## src/rtl/zeroheti_pkg.sv

```systemverilog
// ---------------------------------------------------------------------------
// zeroheti_pkg
//   Shared types and constants for the APB fabric.
//   - apb_rule_t      : one address rule, matches base <= addr < last
//   - fabric_state_e  : transfer FSM states of zeroheti_apb_fabric
//   - DefaultAddrMap  : default 4-entry peripheral map
//   - idx_width()     : width of a port index for n ports (minimum 1)
// ---------------------------------------------------------------------------
package zeroheti_pkg;

    typedef struct packed {
        logic [31:0] base;
        logic [31:0] last;
    } apb_rule_t;

    typedef enum logic [2:0] {
        FAB_IDLE,
        FAB_SETUP,
        FAB_ACCESS,
        FAB_RESP,
        FAB_ERR
    } fabric_state_e;

    localparam int unsigned DefaultNumPerip = 4;

    // Packed array: the rightmost element is rule 0.
    localparam apb_rule_t [DefaultNumPerip-1:0] DefaultAddrMap = {
        apb_rule_t'{base: 32'h0003_3000, last: 32'h0003_4000},
        apb_rule_t'{base: 32'h0003_2000, last: 32'h0003_3000},
        apb_rule_t'{base: 32'h0003_1000, last: 32'h0003_2000},
        apb_rule_t'{base: 32'h0003_0000, last: 32'h0003_1000}
    };

    function automatic int unsigned idx_width(input int unsigned n);
        return (n > 1) ? $clog2(n) : 1;
    endfunction

endpackage

```

## src/rtl/zeroheti_apb_if.sv

```systemverilog
// ---------------------------------------------------------------------------
// zeroheti_apb_if
//   APB4 bus bundle. NumSel=1 gives a plain manager-side bus; NumSel=N gives
//   a demuxed subordinate bus with one psel/pready/pslverr per port and
//   prdata packed as port k at [k*DataWidth +: DataWidth].
//   modport master : drives psel, penable, pwrite, paddr, pwdata
//   modport slave  : drives prdata, pready, pslverr
// ---------------------------------------------------------------------------
interface zeroheti_apb_if #(
    parameter int unsigned NumSel    = 1,
    parameter int unsigned AddrWidth = 32,
    parameter int unsigned DataWidth = 32
);
    logic [NumSel-1:0]           psel;
    logic                        penable;
    logic                        pwrite;
    logic [AddrWidth-1:0]        paddr;
    logic [DataWidth-1:0]        pwdata;
    logic [NumSel*DataWidth-1:0] prdata;
    logic [NumSel-1:0]           pready;
    logic [NumSel-1:0]           pslverr;

    modport master (
        output psel, penable, pwrite, paddr, pwdata,
        input  prdata, pready, pslverr
    );

    modport slave (
        input  psel, penable, pwrite, paddr, pwdata,
        output prdata, pready, pslverr
    );
endinterface

```

## src/rtl/zeroheti_apb_addr_decode.sv

```systemverilog
// ---------------------------------------------------------------------------
// zeroheti_apb_addr_decode
//   Combinational priority rule matcher. Every rule is compared in parallel;
//   the lowest-index matching rule wins when rules overlap.
//   Ports:
//     addr_i        : address to decode
//     idx_o         : index of the winning rule (0 when nothing matches)
//     match_valid_o : 1 when at least one rule matches
// ---------------------------------------------------------------------------
module zeroheti_apb_addr_decode
    import zeroheti_pkg::*;
#(
    parameter int unsigned               NumPerip  = 4,
    parameter int unsigned               AddrWidth = 32,
    parameter int unsigned               IdxWidth  = 2,
    parameter apb_rule_t [NumPerip-1:0]  AddrMap   = DefaultAddrMap
) (
    input  logic [AddrWidth-1:0] addr_i,
    output logic [IdxWidth-1:0]  idx_o,
    output logic                 match_valid_o
);

    logic [NumPerip-1:0] hit;

    for (genvar gi = 0; gi < NumPerip; gi++) begin : g_rule
        assign hit[gi] = (addr_i >= AddrWidth'(AddrMap[gi].base)) &&
                         (addr_i <  AddrWidth'(AddrMap[gi].last));
    end

    // Walk from the top down so the lowest matching index is written last.
    always_comb begin
        idx_o         = '0;
        match_valid_o = 1'b0;
        for (int i = NumPerip - 1; i >= 0; i--) begin
            if (hit[i]) begin
                idx_o         = IdxWidth'(i);
                match_valid_o = 1'b1;
            end
        end
    end

endmodule

```

## src/rtl/zeroheti_apb_fabric.sv

```systemverilog
// ---------------------------------------------------------------------------
// zeroheti_apb_fabric
//   Registered APB4 decoder/demux: one manager port to NumPerip subordinates.
//   A setup phase is accepted only in IDLE; address, data, direction and
//   decoded port index are latched, and the subordinate side is driven only
//   from those latched values. Unmapped addresses are answered locally with
//   pslverr=1 and ErrData.
//   Ports:
//     clk_i, rst_ni  : clock, asynchronous active-low reset
//     mgr            : manager-facing bus (slave modport, NumSel=1)
//     sub            : subordinate-facing bus (master modport, NumSel=NumPerip)
//     timeout_irq_o  : one-cycle pulse on watchdog abort
//   Optional feature macro: APB_FABRIC_TIMEOUT_EN enables the access-phase
//   watchdog (TimeoutCycles). Without it timeout_irq_o is tied to 0 and
//   ACCESS waits indefinitely.
// ---------------------------------------------------------------------------
module zeroheti_apb_fabric
    import zeroheti_pkg::*;
#(
    parameter int unsigned               NumPerip      = 4,
    parameter int unsigned               AddrWidth     = 32,
    parameter int unsigned               DataWidth     = 32,
    parameter apb_rule_t [NumPerip-1:0]  AddrMap       = DefaultAddrMap,
    parameter int unsigned               TimeoutCycles = 255,
    parameter logic [DataWidth-1:0]      ErrData       = 32'hDEAD_BEEF
) (
    input  logic           clk_i,
    input  logic           rst_ni,
    zeroheti_apb_if.slave  mgr,
    zeroheti_apb_if.master sub,
    output logic           timeout_irq_o
);

    localparam int unsigned IdxWidth = idx_width(NumPerip);

    fabric_state_e         state_reg, state_next;
    logic [AddrWidth-1:0]  addr_reg, addr_next;
    logic [DataWidth-1:0]  wdata_reg, wdata_next;
    logic                  write_reg, write_next;
    logic [IdxWidth-1:0]   idx_reg, idx_next;
    logic [DataWidth-1:0]  rdata_reg, rdata_next;
    logic                  slverr_reg, slverr_next;

    logic [IdxWidth-1:0]   dec_idx;
    logic                  dec_valid;
    logic                  setup_req;
    logic                  sel_ready;
    logic                  sel_err;
    logic [DataWidth-1:0]  sel_rdata;
    logic                  timeout_hit;

    zeroheti_apb_addr_decode #(
        .NumPerip  (NumPerip),
        .AddrWidth (AddrWidth),
        .IdxWidth  (IdxWidth),
        .AddrMap   (AddrMap)
    ) u_decode (
        .addr_i        (mgr.paddr),
        .idx_o         (dec_idx),
        .match_valid_o (dec_valid)
    );

    assign setup_req = mgr.psel[0] && !mgr.penable;
    assign sel_ready = sub.pready[idx_reg];
    assign sel_err   = sub.pslverr[idx_reg];
    assign sel_rdata = sub.prdata[idx_reg*DataWidth +: DataWidth];

`ifdef APB_FABRIC_TIMEOUT_EN
    localparam int unsigned CntWidth = $clog2(TimeoutCycles + 1);

    logic [CntWidth-1:0] cnt_reg, cnt_next;
    logic                irq_reg, irq_next;

    assign timeout_hit = (cnt_reg == CntWidth'(TimeoutCycles));

    // Counter is cleared while in SETUP so it starts at 0 on the first
    // ACCESS cycle. A ready seen on the expiry cycle takes precedence.
    always_comb begin
        cnt_next = cnt_reg;
        irq_next = 1'b0;
        if (state_reg == FAB_SETUP) begin
            cnt_next = '0;
        end else if (state_reg == FAB_ACCESS && !sel_ready) begin
            if (timeout_hit) begin
                irq_next = 1'b1;
            end else begin
                cnt_next = cnt_reg + 1'b1;
            end
        end
    end

    always_ff @(posedge clk_i or negedge rst_ni) begin
        if (!rst_ni) begin
            cnt_reg <= '0;
            irq_reg <= 1'b0;
        end else begin
            cnt_reg <= cnt_next;
            irq_reg <= irq_next;
        end
    end

    assign timeout_irq_o = irq_reg;
`else
    logic unused_timeout_cfg;
    assign unused_timeout_cfg = (TimeoutCycles == 0);
    assign timeout_hit        = 1'b0;
    assign timeout_irq_o      = 1'b0;
`endif

    always_comb begin
        state_next  = state_reg;
        addr_next   = addr_reg;
        wdata_next  = wdata_reg;
        write_next  = write_reg;
        idx_next    = idx_reg;
        rdata_next  = rdata_reg;
        slverr_next = slverr_reg;
        case (state_reg)
            FAB_IDLE: begin
                if (setup_req) begin
                    addr_next  = mgr.paddr;
                    wdata_next = mgr.pwdata;
                    write_next = mgr.pwrite;
                    idx_next   = dec_idx;
                    state_next = dec_valid ? FAB_SETUP : FAB_ERR;
                end
            end
            FAB_SETUP: begin
                state_next = FAB_ACCESS;
            end
            FAB_ACCESS: begin
                if (sel_ready) begin
                    rdata_next  = write_reg ? '0 : sel_rdata;
                    slverr_next = sel_err;
                    state_next  = FAB_RESP;
                end else if (timeout_hit) begin
                    state_next = FAB_ERR;
                end
            end
            FAB_RESP: begin
                state_next = FAB_IDLE;
            end
            FAB_ERR: begin
                state_next = FAB_IDLE;
            end
            default: begin
                state_next = FAB_IDLE;
            end
        endcase
    end

    always_ff @(posedge clk_i or negedge rst_ni) begin
        if (!rst_ni) begin
            state_reg  <= FAB_IDLE;
            addr_reg   <= '0;
            wdata_reg  <= '0;
            write_reg  <= 1'b0;
            idx_reg    <= '0;
            rdata_reg  <= '0;
            slverr_reg <= 1'b0;
        end else begin
            state_reg  <= state_next;
            addr_reg   <= addr_next;
            wdata_reg  <= wdata_next;
            write_reg  <= write_next;
            idx_reg    <= idx_next;
            rdata_reg  <= rdata_next;
            slverr_reg <= slverr_next;
        end
    end

    // psel is decoded straight from the state register, so the async reset
    // removes every select without waiting for a clock edge.
    for (genvar gi = 0; gi < NumPerip; gi++) begin : g_psel
        assign sub.psel[gi] = ((state_reg == FAB_SETUP) || (state_reg == FAB_ACCESS)) &&
                              (idx_reg == IdxWidth'(gi));
    end

    assign sub.penable = (state_reg == FAB_ACCESS);
    assign sub.pwrite  = write_reg;
    assign sub.paddr   = addr_reg;
    assign sub.pwdata  = wdata_reg;

    assign mgr.pready  = (state_reg == FAB_RESP) || (state_reg == FAB_ERR);
    assign mgr.pslverr = (state_reg == FAB_RESP) ? slverr_reg : (state_reg == FAB_ERR);
    assign mgr.prdata  = (state_reg == FAB_RESP) ? rdata_reg :
                         (state_reg == FAB_ERR)  ? ErrData   : '0;

`ifndef SYNTHESIS
    always @(posedge clk_i) begin
        if (rst_ni && state_reg == FAB_IDLE && setup_req && !dec_valid) begin
            $display("zeroheti_apb_fabric: warning: decode error, paddr=0x%h", mgr.paddr);
        end
    end
`endif

endmodule

```

## src/flat_wrapper.sv

```systemverilog
// flat-port wrapper written by rule: the top's interface ports become plain ports
module zeroheti_apb_fabric_flat import zeroheti_pkg::*;
#(
    parameter int unsigned               NumPerip      = 4,
    parameter int unsigned               AddrWidth     = 32,
    parameter int unsigned               DataWidth     = 32,
    parameter apb_rule_t [NumPerip-1:0]  AddrMap       = DefaultAddrMap,
    parameter int unsigned               TimeoutCycles = 255,
    parameter logic [DataWidth-1:0]      ErrData       = 32'hDEAD_BEEF
)
  (clk_i, rst_ni, timeout_irq_o, mgr_psel, mgr_penable, mgr_pwrite, mgr_paddr, mgr_pwdata, mgr_prdata, mgr_pready, mgr_pslverr, sub_psel, sub_penable, sub_pwrite, sub_paddr, sub_pwdata, sub_prdata, sub_pready, sub_pslverr);
  zeroheti_apb_if #(.NumSel(1), .AddrWidth(AddrWidth), .DataWidth(DataWidth)) mgr_i ();
  zeroheti_apb_if #(.NumSel(4), .AddrWidth(AddrWidth), .DataWidth(DataWidth)) sub_i ();
  input  logic clk_i;
  input  logic rst_ni;
  output logic timeout_irq_o;
  input wire logic [$bits(mgr_i.psel)-1:0] mgr_psel;
  input wire logic [$bits(mgr_i.penable)-1:0] mgr_penable;
  input wire logic [$bits(mgr_i.pwrite)-1:0] mgr_pwrite;
  input wire logic [$bits(mgr_i.paddr)-1:0] mgr_paddr;
  input wire logic [$bits(mgr_i.pwdata)-1:0] mgr_pwdata;
  output wire logic [$bits(mgr_i.prdata)-1:0] mgr_prdata;
  output wire logic [$bits(mgr_i.pready)-1:0] mgr_pready;
  output wire logic [$bits(mgr_i.pslverr)-1:0] mgr_pslverr;
  output wire logic [$bits(sub_i.psel)-1:0] sub_psel;
  output wire logic [$bits(sub_i.penable)-1:0] sub_penable;
  output wire logic [$bits(sub_i.pwrite)-1:0] sub_pwrite;
  output wire logic [$bits(sub_i.paddr)-1:0] sub_paddr;
  output wire logic [$bits(sub_i.pwdata)-1:0] sub_pwdata;
  input wire logic [$bits(sub_i.prdata)-1:0] sub_prdata;
  input wire logic [$bits(sub_i.pready)-1:0] sub_pready;
  input wire logic [$bits(sub_i.pslverr)-1:0] sub_pslverr;
  assign mgr_i.psel = mgr_psel;
  assign mgr_i.penable = mgr_penable;
  assign mgr_i.pwrite = mgr_pwrite;
  assign mgr_i.paddr = mgr_paddr;
  assign mgr_i.pwdata = mgr_pwdata;
  assign mgr_prdata = mgr_i.prdata;
  assign mgr_pready = mgr_i.pready;
  assign mgr_pslverr = mgr_i.pslverr;
  assign sub_psel = sub_i.psel;
  assign sub_penable = sub_i.penable;
  assign sub_pwrite = sub_i.pwrite;
  assign sub_paddr = sub_i.paddr;
  assign sub_pwdata = sub_i.pwdata;
  assign sub_i.prdata = sub_prdata;
  assign sub_i.pready = sub_pready;
  assign sub_i.pslverr = sub_pslverr;
  zeroheti_apb_fabric #(.NumPerip(NumPerip), .AddrWidth(AddrWidth), .DataWidth(DataWidth), .AddrMap(AddrMap), .TimeoutCycles(TimeoutCycles), .ErrData(ErrData)) u_core (.clk_i(clk_i), .rst_ni(rst_ni), .mgr(mgr_i), .sub(sub_i), .timeout_irq_o(timeout_irq_o));
endmodule
```

## config.mk

```make
export PLATFORM = sky130hd
export DESIGN_NAME = zeroheti_apb_fabric_flat
export DESIGN_NICKNAME = d
export VERILOG_FILES = /design/src/rtl/zeroheti_pkg.sv /design/src/rtl/zeroheti_apb_if.sv /design/src/rtl/zeroheti_apb_addr_decode.sv /design/src/rtl/zeroheti_apb_fabric.sv /design/src/flat_wrapper.sv
export SDC_FILE = /design/constraint.sdc
export NUM_CORES = 1
export LEC_CHECK = 0
export CORE_UTILIZATION = 38
export CTS_CLUSTER_DIAMETER = 30
export DETAILED_ROUTE_END_ITERATION = 10
export MAX_ROUTING_LAYER = met4
export PLACE_DENSITY = 0.81
export SLEW_MARGIN = 20
export SYNTH_ARGS = -nofsm -noshare
export SYNTH_HDL_FRONTEND = slang
export SYNTH_SLANG_ARGS = --single-unit
```

## constraint.sdc

```tcl
create_clock -name clk_i -period 2.14 [get_ports clk_i]
set_input_delay 0.321 -clock clk_i [delete_from_list [all_inputs] [get_ports clk_i]]
set_output_delay 0.321 -clock clk_i [all_outputs]
set_load 0.02 [all_outputs]
```

=== Yosys cells after proc, flatten, opt, wreduce, memory -nomap -nowiden ===
Index checks and enable logic that the tools add are counted.

* Register bits: 103
* Input bits: 205
* Logic and storage cells: 63
* Output and inout port bits: 105

* Equality and inequality tests: 9
* $lt $le $gt $ge: 9
* Muxes and demuxes: 20
* Shift-type cells: 1
* Reductions and logical operators: 17

{| class="wikitable"
|+ Operators by type and width
! cell !! number
|-
| $ge 32x18->1 const B || 4
|-
| $lt 32x18->1 const B || 4
|-
| $shiftx 128x8->32 || 1
|-
| $mux 32 || 3
|-
| $logic_and 1x1->1 || 9
|-
| $mux 3 || 3
|-
| $pmux 3 s3 || 1
|-
| $mux 2 || 4
|-
| $mux 1 || 7
|-
| $eq 3x2->1 const B || 2
|-
| $reduce_and 2->1 || 3
|-
| $bmux 1 s2 || 2
|-
| $eq 2x2->1 const B || 2
|-
| $ne 2x1->1 const B || 2
|-
| $eq 3x1->1 const B || 1
|-
| $eq 3x3->1 const B || 1
|-
| $logic_not 3->1 || 1
|-
| $lt 2x3->1 const B || 1
|-
| $eq 2x1->1 const B || 1
|-
| $logic_not 2->1 || 1
|-
| $logic_or 1x1->1 || 2
|-
| $logic_not 1->1 || 1
|}

=== Longest topological paths before layout ===
Gate-level depths: netlist of the first run.

* Depth after elaboration: 9
* Depth in mapped cells: 6
* Depth with buffers taken out: 4

=== Cells and area by module ===
A second synthesis of the first run with hierarchy kept.

* Cell total of the unflattened synthesis: 398
* Area, all modules: 5341.4 um2

{| class="wikitable"
|+ Modules (own cells, without submodules)
! module !! seq. area each (um2) !! instances !! cells each !! area an instance (um2)
|-
| zeroheti_apb_fabric || 2577.5 || 1 || 389 || 5277.6
|-
| zeroheti_apb_addr_decode || 0.0 || 1 || 9 || 63.8
|}

=== Worst setup path before layout of the first run ===
OpenSTA, ideal clock, no wires.

* Path type: reg2out
* Start point: reg u_core.idx_reg[1]
* End point: out sub_psel[1]
* Stages on the path, launching flop included: 4
* Required time: 1819 ps
* Setup slack: 302 ps
* Arrival time: 1517 ps
* Buffers on the path: 2
* Cell sequence: dfrtp_1 -> buf_2 -> buf_2 -> nor4b_1

* Word-level cells in the longest chain between the ends: 2

{| class="wikitable"
|+ RTL lines
! item !! line !! text
|-
| start: declaration || zeroheti_apb_fabric.sv:40 || <nowiki>logic [IdxWidth-1:0] idx_reg, idx_next;</nowiki>
|-
| start signal: assignment || zeroheti_apb_fabric.sv:166 || <nowiki>idx_reg <= idx_next;</nowiki>
|-
| $eq 2x1->1 || zeroheti_apb_fabric.sv:176 || <nowiki>(idx_reg == IdxWidth'(gi));</nowiki>
|-
| $logic_and 1x1->1 || zeroheti_apb_fabric.sv:175 || <nowiki>assign sub.psel[gi] = ((state_reg == FAB_SETUP) || (state_reg == FAB_ACCESS)) &&</nowiki>
|-
| end: declaration || flat_wrapper.sv:25 || <nowiki>output wire logic [$bits(sub_i.psel)-1:0] sub_psel;</nowiki>
|}

No other way between the ends.

=== Worst setup path after layout of the first run ===
* Start point: reg u_core.state_reg[2]
* End point: out mgr_prdata[29]

* Word-level cells in the longest chain between the ends: 2

{| class="wikitable"
|+ RTL lines
! item !! line !! text
|-
| start: declaration || zeroheti_apb_fabric.sv:36 || <nowiki>fabric_state_e state_reg, state_next;</nowiki>
|-
| start signal: assignment || zeroheti_apb_fabric.sv:162 || <nowiki>state_reg <= state_next;</nowiki>
|-
| $eq 3x2->1 || zeroheti_apb_fabric.sv:186 || <nowiki>assign mgr.prdata = (state_reg == FAB_RESP) ? rdata_reg :</nowiki>
|-
| $mux 32 || zeroheti_apb_fabric.sv:186 ||
|-
| end: declaration || flat_wrapper.sv:22 || <nowiki>output wire logic [$bits(mgr_i.prdata)-1:0] mgr_prdata;</nowiki>
|}

No other way between the ends.

==> flow_summary_export.csv, run 1 <==
group,metric,value,unit
grt,grt_use_total,0.241,
sta,timing.final.crit_share,0.954,
grt,grt_pass1_vias,4777,
power_and_ir_drop,p_per_area,654,mW/mm²
synthesis,ys_types,29,
min_path,min_path_type,"in -> async",
synthesis,syn-instance-count,396,
worst_setup_path,crit_type,"reg -> out",
floorplanning,core_area,0.0133,mm²
power_and_ir_drop,internal_power,4.16,mW
layout,area_growth,68.1,%
sta,setup_viol,0,
floorplanning,die_area,0.0142,mm²
layout,nets,904,
synthesis,synth_seq_cells,103,
power_and_ir_drop,comb_power_share,0.289,
worst_setup_path,arrival,1.72,ns
clocking,clk_latency,0.35,ns
sta,setup_tns,0,ns
place,dp_hpwl,12.8,mm
synthesis,yosys_warnings,0,
route,dr.first_iter.drc_count,178,
synthesis,yosysSeqAreaShare,0.493,
layout,layout-drive-gt1-share,0.143,
worst_setup_path,cp.required,1.82,ns
route,wl_per_cell,18.7,µm
grt,grt_pass1_wl,25.2,mm
worst_setup_path,end_kind,"output pin",
route,drc,0,
run_status,status,"finished clean",
sta,fin_ws,0.0980,ns
power_and_ir_drop,power.leakage,3.78,nW
grt,grt_use_met2,0.397,
place,pre_cts_slack,0.128,ns
power_and_ir_drop,clkPwrFrac,0.314,
route,totalWireLength,16.4,mm
route,drt-vias-per-instance,5.02,
clocking,clk_pin_slew,0.07,ns
synthesis,synth_area_per_cell,13.2,µm²
clocking,cts_tree,"done",
power_and_ir_drop,pwr-share-seq,0.397,
power_and_ir_drop,switching_share,0.276,
floorplanning,row_count,42,
layout,layout_commonest_cell,"clkdlybuf4s50_1",
grt,grt_use_met3,0.0647,
sta,max_freq,490,MHz
sta,hold_viol_final,0,
grt,grt_busiest_layer,"met2",
synthesis,synth_top_area_frac,0.493,
synthesis,syn_area,0.00523,mm²
grt,antenna_found_initial,0,
grt,overflow,0,
power_and_ir_drop,peakVddDrop,489,µV
power_and_ir_drop,finalPower,5.74,mW
floorplanning,die_h,119,µm
sta,finalCriticalPeriod,2.04,ns
synthesis,synthTopCellsByArea,"dfrtp_1, mux4_2, mux2_1, nand2b_1, a21o_1",
synthesis,yosysTopAreaCell,"dfrtp_1",
route,routed-via-count,4421,
layout,antennaDiodeCount,0,
place,finalWeightedCongestion,0.841,
grt,grt_max_degree,67,
route,ant_nets,0,
floorplanning,die_x,119,µm
sta,drv_slew,0,
sta,fin_worst_skew,0.0101,ns
grt,met1_usage,0.271,
clocking,cts_buffers,9,
sta,rsz0062_at_grt,"no",
power_and_ir_drop,switchingPower,1.58,mW
route,drtPass1Iterations,4,
clocking,clock_sinks,103,
synthesis,syn_nets,601,
clocking,clk_path_buf_depth,2,
flow_run,drv_cap,0,
layout,final_cell_mix,"clkdlybuf4s50_1, dfrtp_1, mux2_1",
clocking,cts_setup_buffers,0,
floorplanning,start_util,0.392,
worst_setup_path,cp-start-kind,"flip-flop",
floorplanning,num_io_pins,310,
layout,fillCellCount,1017,
clocking,clk_root_buffer_cell,"clkbuf_16",
clocking,htree_num_levels,3,
worst_setup_path,crit_fanout,34,
place,io_buffers,308,
kinds of logic (layout without fill, tap and decap cells):
kind of cell | Yosys count | count (layout) | share of synthesized area
xor gates and xnor gates | 1 | 1 | 0.00168
muxes | 99 | 99 | 0.287
other | 1 | 1 | 0.000718
DFF | 103 | 103 | 0.493
and+or+nand+nor | 97 | 97 | 0.0984
AOI/OAI and AO/OA | 61 | 61 | 0.0804
buffers and inverters | 34 | 342 | 0.0390
timing repair:
action	4_1_cts	5_1_grt
resized for setup	39	44
hold buffers	1	0
endpoints found under the hold margin	10	0
setup endpoints to repair	39	26
cloned	0	0
path summary, 6_finish.rpt:
| kind | start | end | slack [ns] | cells after the start |
|---|---|---|---|---|
| max reg2reg | u_core.idx_reg[1]$_DFFE_PN0P_ | u_core.rdata_reg[2]$_DFFE_PN0P_ | 0.32 | 5 |
| min | rst_ni | u_core.sub.pwdata[12]$_DFFE_PN0P_ | 0.35 | 2 |
| min in group clk_i | u_core.rdata_reg[4]$_DFFE_PN0P_ | u_core.rdata_reg[4]$_DFFE_PN0P_ | 0.48 | 2 |
| max in group asynchronous | rst_ni | u_core.idx_reg[0]$_DFFE_PN0P_ | 1.18 | 3 |
| min reg2reg | u_core.rdata_reg[4]$_DFFE_PN0P_ | u_core.rdata_reg[4]$_DFFE_PN0P_ | 0.48 | 2 |
| max | u_core.state_reg[2]$_DFFE_PN0P_ | mgr_prdata[29] | 0.1 | 4 |
cell usage after synthesis:
cell      count
dfrtp_1     103
mux2_1       65
mux4_2       34
nand2_1      34
nand2b_1     32
a21o_1       26
o21ai_1      20
buf_2        16
o21ai_2      10
and2_1        9
clkbuf_1      8
nor2_1        8
buf_6         6
nor4_1        4
buf_4         3
nand3_1       3
a22o_1        2
o21ai_0       2
and3_1        1
and3b_1       1
conb_1        1
inv_1         1
nor3_1        1
nor3b_2       1
nor4_2        1
nor4b_1       1
o2bb2a_1      1
or2_1         1
xnor2_1       1
layout make-up:
class / count / area, µm² / area share
flip-flops and latches: 103 / 2580 / 0.294
inverters: 1 / 3.75 / 0.000427
multi-input cells: 259 / 2460 / 0.280
well taps: 176 / 220 / 0.0251
clock buffers: 9 / 225 / 0.0256
repair buffers: 325 / 3190 / 0.363
clock inverters: 7 / 103 / 0.0117
power by group through the flow:
stage / sequential [mW] / combinational (mW) / clock (mW)
after floorplan: 2.58 / 0.376 / 0
after global placement: 2.30 / 1.66 / 0
after detailed placement: 2.32 / 1.69 / 0
after CTS: 2.28 / 1.68 / 1.84
after global routing: 2.31 / 1.75 / 1.92
final: 2.28 / 1.66 / 1.80
critical path, cell delays in order (launching register included):
cell	delay [ns]
dfrtp_1	0.39
and3b_1	0.26
buf_12	0.20
and2_1	0.15
dlygate4sd2_1	0.35
per-layer routing:
layer  up-vias  part of all wire
li1       2037                 -
met1      2155              0.38
met2       187              0.51
met3        42             0.076
met4         0             0.038
met5         -                 0
through the flow:
step | hold slack (ns) | util | area, µm² | cells
after floorplan | 0.0254 | - | 5230 | 396
after global placement | 0.168 | 0.641 | 8550 | 863
after detailed placement | 0.170 | 0.641 | 8550 | 863
after CTS | 0.332 | 0.662 | 8840 | 880
after global routing | 0.346 | 0.658 | 8780 | 880
final | 0.350 | 0.658 | 8780 | 880
(Power assumes the default switching activity.)
==> run 2: changes to the inputs <==
- CAP_MARGIN: default -> 25
- CORE_MARGIN: default -> 2
==> run 2 against run 1 <==
Against the previous run:
- die area up 3.4%
- design area barely moved
- non-clock buffer count decreased by 2
- sequential cell count stayed put
- sequential share of layout area barely moved
- first-iteration DRC count down 8.4%
- maximum frequency shrank 0.99%
- via count is 0.14% higher
- final cell count shrank 0.23%
- worst setup slack lost 0.020 ns
==> flow_summary_export.csv, run 2 (same netlist as run 1, synthesis figures left out) <==
group,metric,value,unit
worst_setup_path,arrival,1.74,ns
floorplanning,row_count,42,
place,dp_hpwl,12.9,mm
layout,final_area,0.00878,mm²
grt,grt_pass1_vias,4800,
layout,area_growth,68.0,%
clocking,clk_pin_slew,0.07,ns
floorplanning,core_area,0.0133,mm²
worst_setup_path,cp.required,1.82,ns
sta,setup_viol,0,
clocking,cts_tree,"done",
worst_setup_path,reg2reg_from,"u_core.idx_reg[0]$_DFFE_PN0P_",
grt,antenna_found_initial,0,
worst_setup_path,cp-start-kind,"flip-flop",
clocking,htree_num_levels,3,
floorplanning,die_area,0.0147,mm²
worst_setup_path,crit_fanout,34,
place,io_buffers,308,
layout,layout-drive-gt1-share,0.128,
sta,setup_tns,0,ns
sta,hold_viol_final,0,
grt,grt_pass1_wl,24.7,mm
clocking,clk_root_buffer_cell,"clkbuf_16",
place,placed_area,0.00854,mm²
route,totalWireLength,16.3,mm
clocking,clk_latency,0.34,ns
worst_setup_path,path_cells,"and3b_1, buf_12, and2_1, clkdlybuf4s15_1",
floorplanning,start_util,0.392,
layout,antennaDiodeCount,0,
worst_setup_path,crit_buf_inv,2,
power_and_ir_drop,power.leakage,3.73,nW
grt,grt_use_total,0.228,
sta,rsz0062_at_grt,"no",
grt,grt_max_degree,65,
sta,timing.final.crit_share,0.964,
clocking,clk_path_buf_depth,2,
sta,finalCriticalPeriod,2.06,ns
layout,fillCellCount,1014,
worst_setup_path,cpPeakStageDelay,0.44,ns
min_path,min_path_type,"reg -> reg",
sta,slew_headroom,0.563,
run_status,status,"finished clean",
worst_setup_path,r2r_setup_slack,0.26,ns
route,ant_nets,0,
route,drt-vias-per-instance,5.04,
route,routed-via-count,4427,
sta,max_freq,485,MHz
worst_setup_path,end_kind,"output pin",
sta,worst_hold_slack,0.476,ns
layout,layout_commonest_cell,"clkdlybuf4s50_1",
worst_setup_path,crit_type,"reg -> out",
floorplanning,die_x,121,µm
route,drtPass1Iterations,4,
floorplanning,num_io_pins,310,
worst_setup_path,crit_start,"u_core.state_reg[2]$_DFFE_PN0P_",
grt,overflow,0,
layout,final_cell_mix,"clkdlybuf4s50_1, dfrtp_1, mux2_1",
layout,nets,902,
sta,fin_worst_skew,0.00578,ns
min_path,holdCritStartpoint,"u_core.rdata_reg[19]$_DFFE_PN0P_",
clocking,clock_sinks,103,
flow_run,drv_cap,0,
worst_setup_path,cp_top_family,"buffers and inverters",
place,finalWeightedCongestion,0.809,
sta,worst_slew_pin_slew,0.655,ns
worst_setup_path,slowest_stage,"dfrtp_1",
sta,drv_slew,0,
floorplanning,die_h,121,µm
route,dr.first_iter.drc_count,163,
route,drc,0,
power_and_ir_drop,peakVddDrop,528,µV
power_and_ir_drop,finalPower,5.55,mW
power_and_ir_drop,p_per_area,632,mW/mm²
route,wl_per_cell,18.6,µm
clocking,cts_buffers,9,
[run 2: cell count changes in the layout (fill, tap and decap cells not counted)]
cell / previous run / this run
dlymetal6s2s_1: 0 / 1
inv_6: 3 / 0
dlygate4sd2_1: 13 / 4
clkinvlp_4: 1 / 2
buf_4: 10 / 8
clkinv_2: 0 / 1
clkdlybuf4s15_1: 8 / 23
bufinv_16: 2 / 1
clkbuf_1: 0 / 2
clkbuf_2: 18 / 11
[run 2: power breakdown]
group	internal, mW	total (mW)	leakage [nW]	switching, mW
sequential	2.16	2.28	1.29	0.115
combinational	0.954	1.65	2.31	0.700
clock	0.908	1.62	0.136	0.711
[run 2: cell type report]
cell class | instances | area [µm²] | share of cell area
repair buffers | 323 | 3230 | 0.367
flip-flops and latches | 103 | 2580 | 0.294
multi-input cells | 259 | 2460 | 0.280
clock buffers | 11 | 233 | 0.0265
well taps | 176 | 220 | 0.0251
clock inverters | 5 | 58.8 | 0.00670
inverters | 1 | 3.75 | 0.000427
[run 2: final timing paths]
check | to | depth (start not counted)
max | mgr_prdata[4] | 4
min | u_core.rdata_reg[19]$_DFFE_PN0P_ | 2
max reg2reg | u_core.rdata_reg[21]$_DFFE_PN0P_ | 6
min reg2reg | u_core.rdata_reg[19]$_DFFE_PN0P_ | 2
max in group asynchronous | u_core.sub.pwdata[26]$_DFFE_PN0P_ | 3
min in group asynchronous | u_core.sub.pwdata[14]$_DFFE_PN0P_ | 2
[run 2: metrics by stage]
stage,std cells,util,setup slack (ns)
final,878,0.658,0.0777
after global routing,878,0.658,0.000509
after CTS,878,0.659,0.0119
after detailed placement,861,0.640,0.118
after global placement,861,0.640,0.195
after floorplan,396,-,0.302
[run 2: what timing repair did]
action,4_1_cts,5_1_grt
gates resized for setup,39,45
setup endpoints to repair,38,35
endpoints found under the hold margin,3,0
buffers inserted,0,0
hold buffers,1,0
[run 2: tightest hold or removal path: stages, from the launching register on]
cell and delay, ns:
dfrtp_1 0.34, nand2_1 0.06, o21ai_2 0.05
[run 2: metal layers]
metal | vias to the layer above | track usage | wire [µm]
met5 | - | - | 0
met4 | 0 | 0.0833 | 354
met3 | 26 | 0.0587 | 1220
met2 | 176 | 0.407 | 8700
met1 | 2194 | 0.243 | 6050
li1 | 2031 | - | -
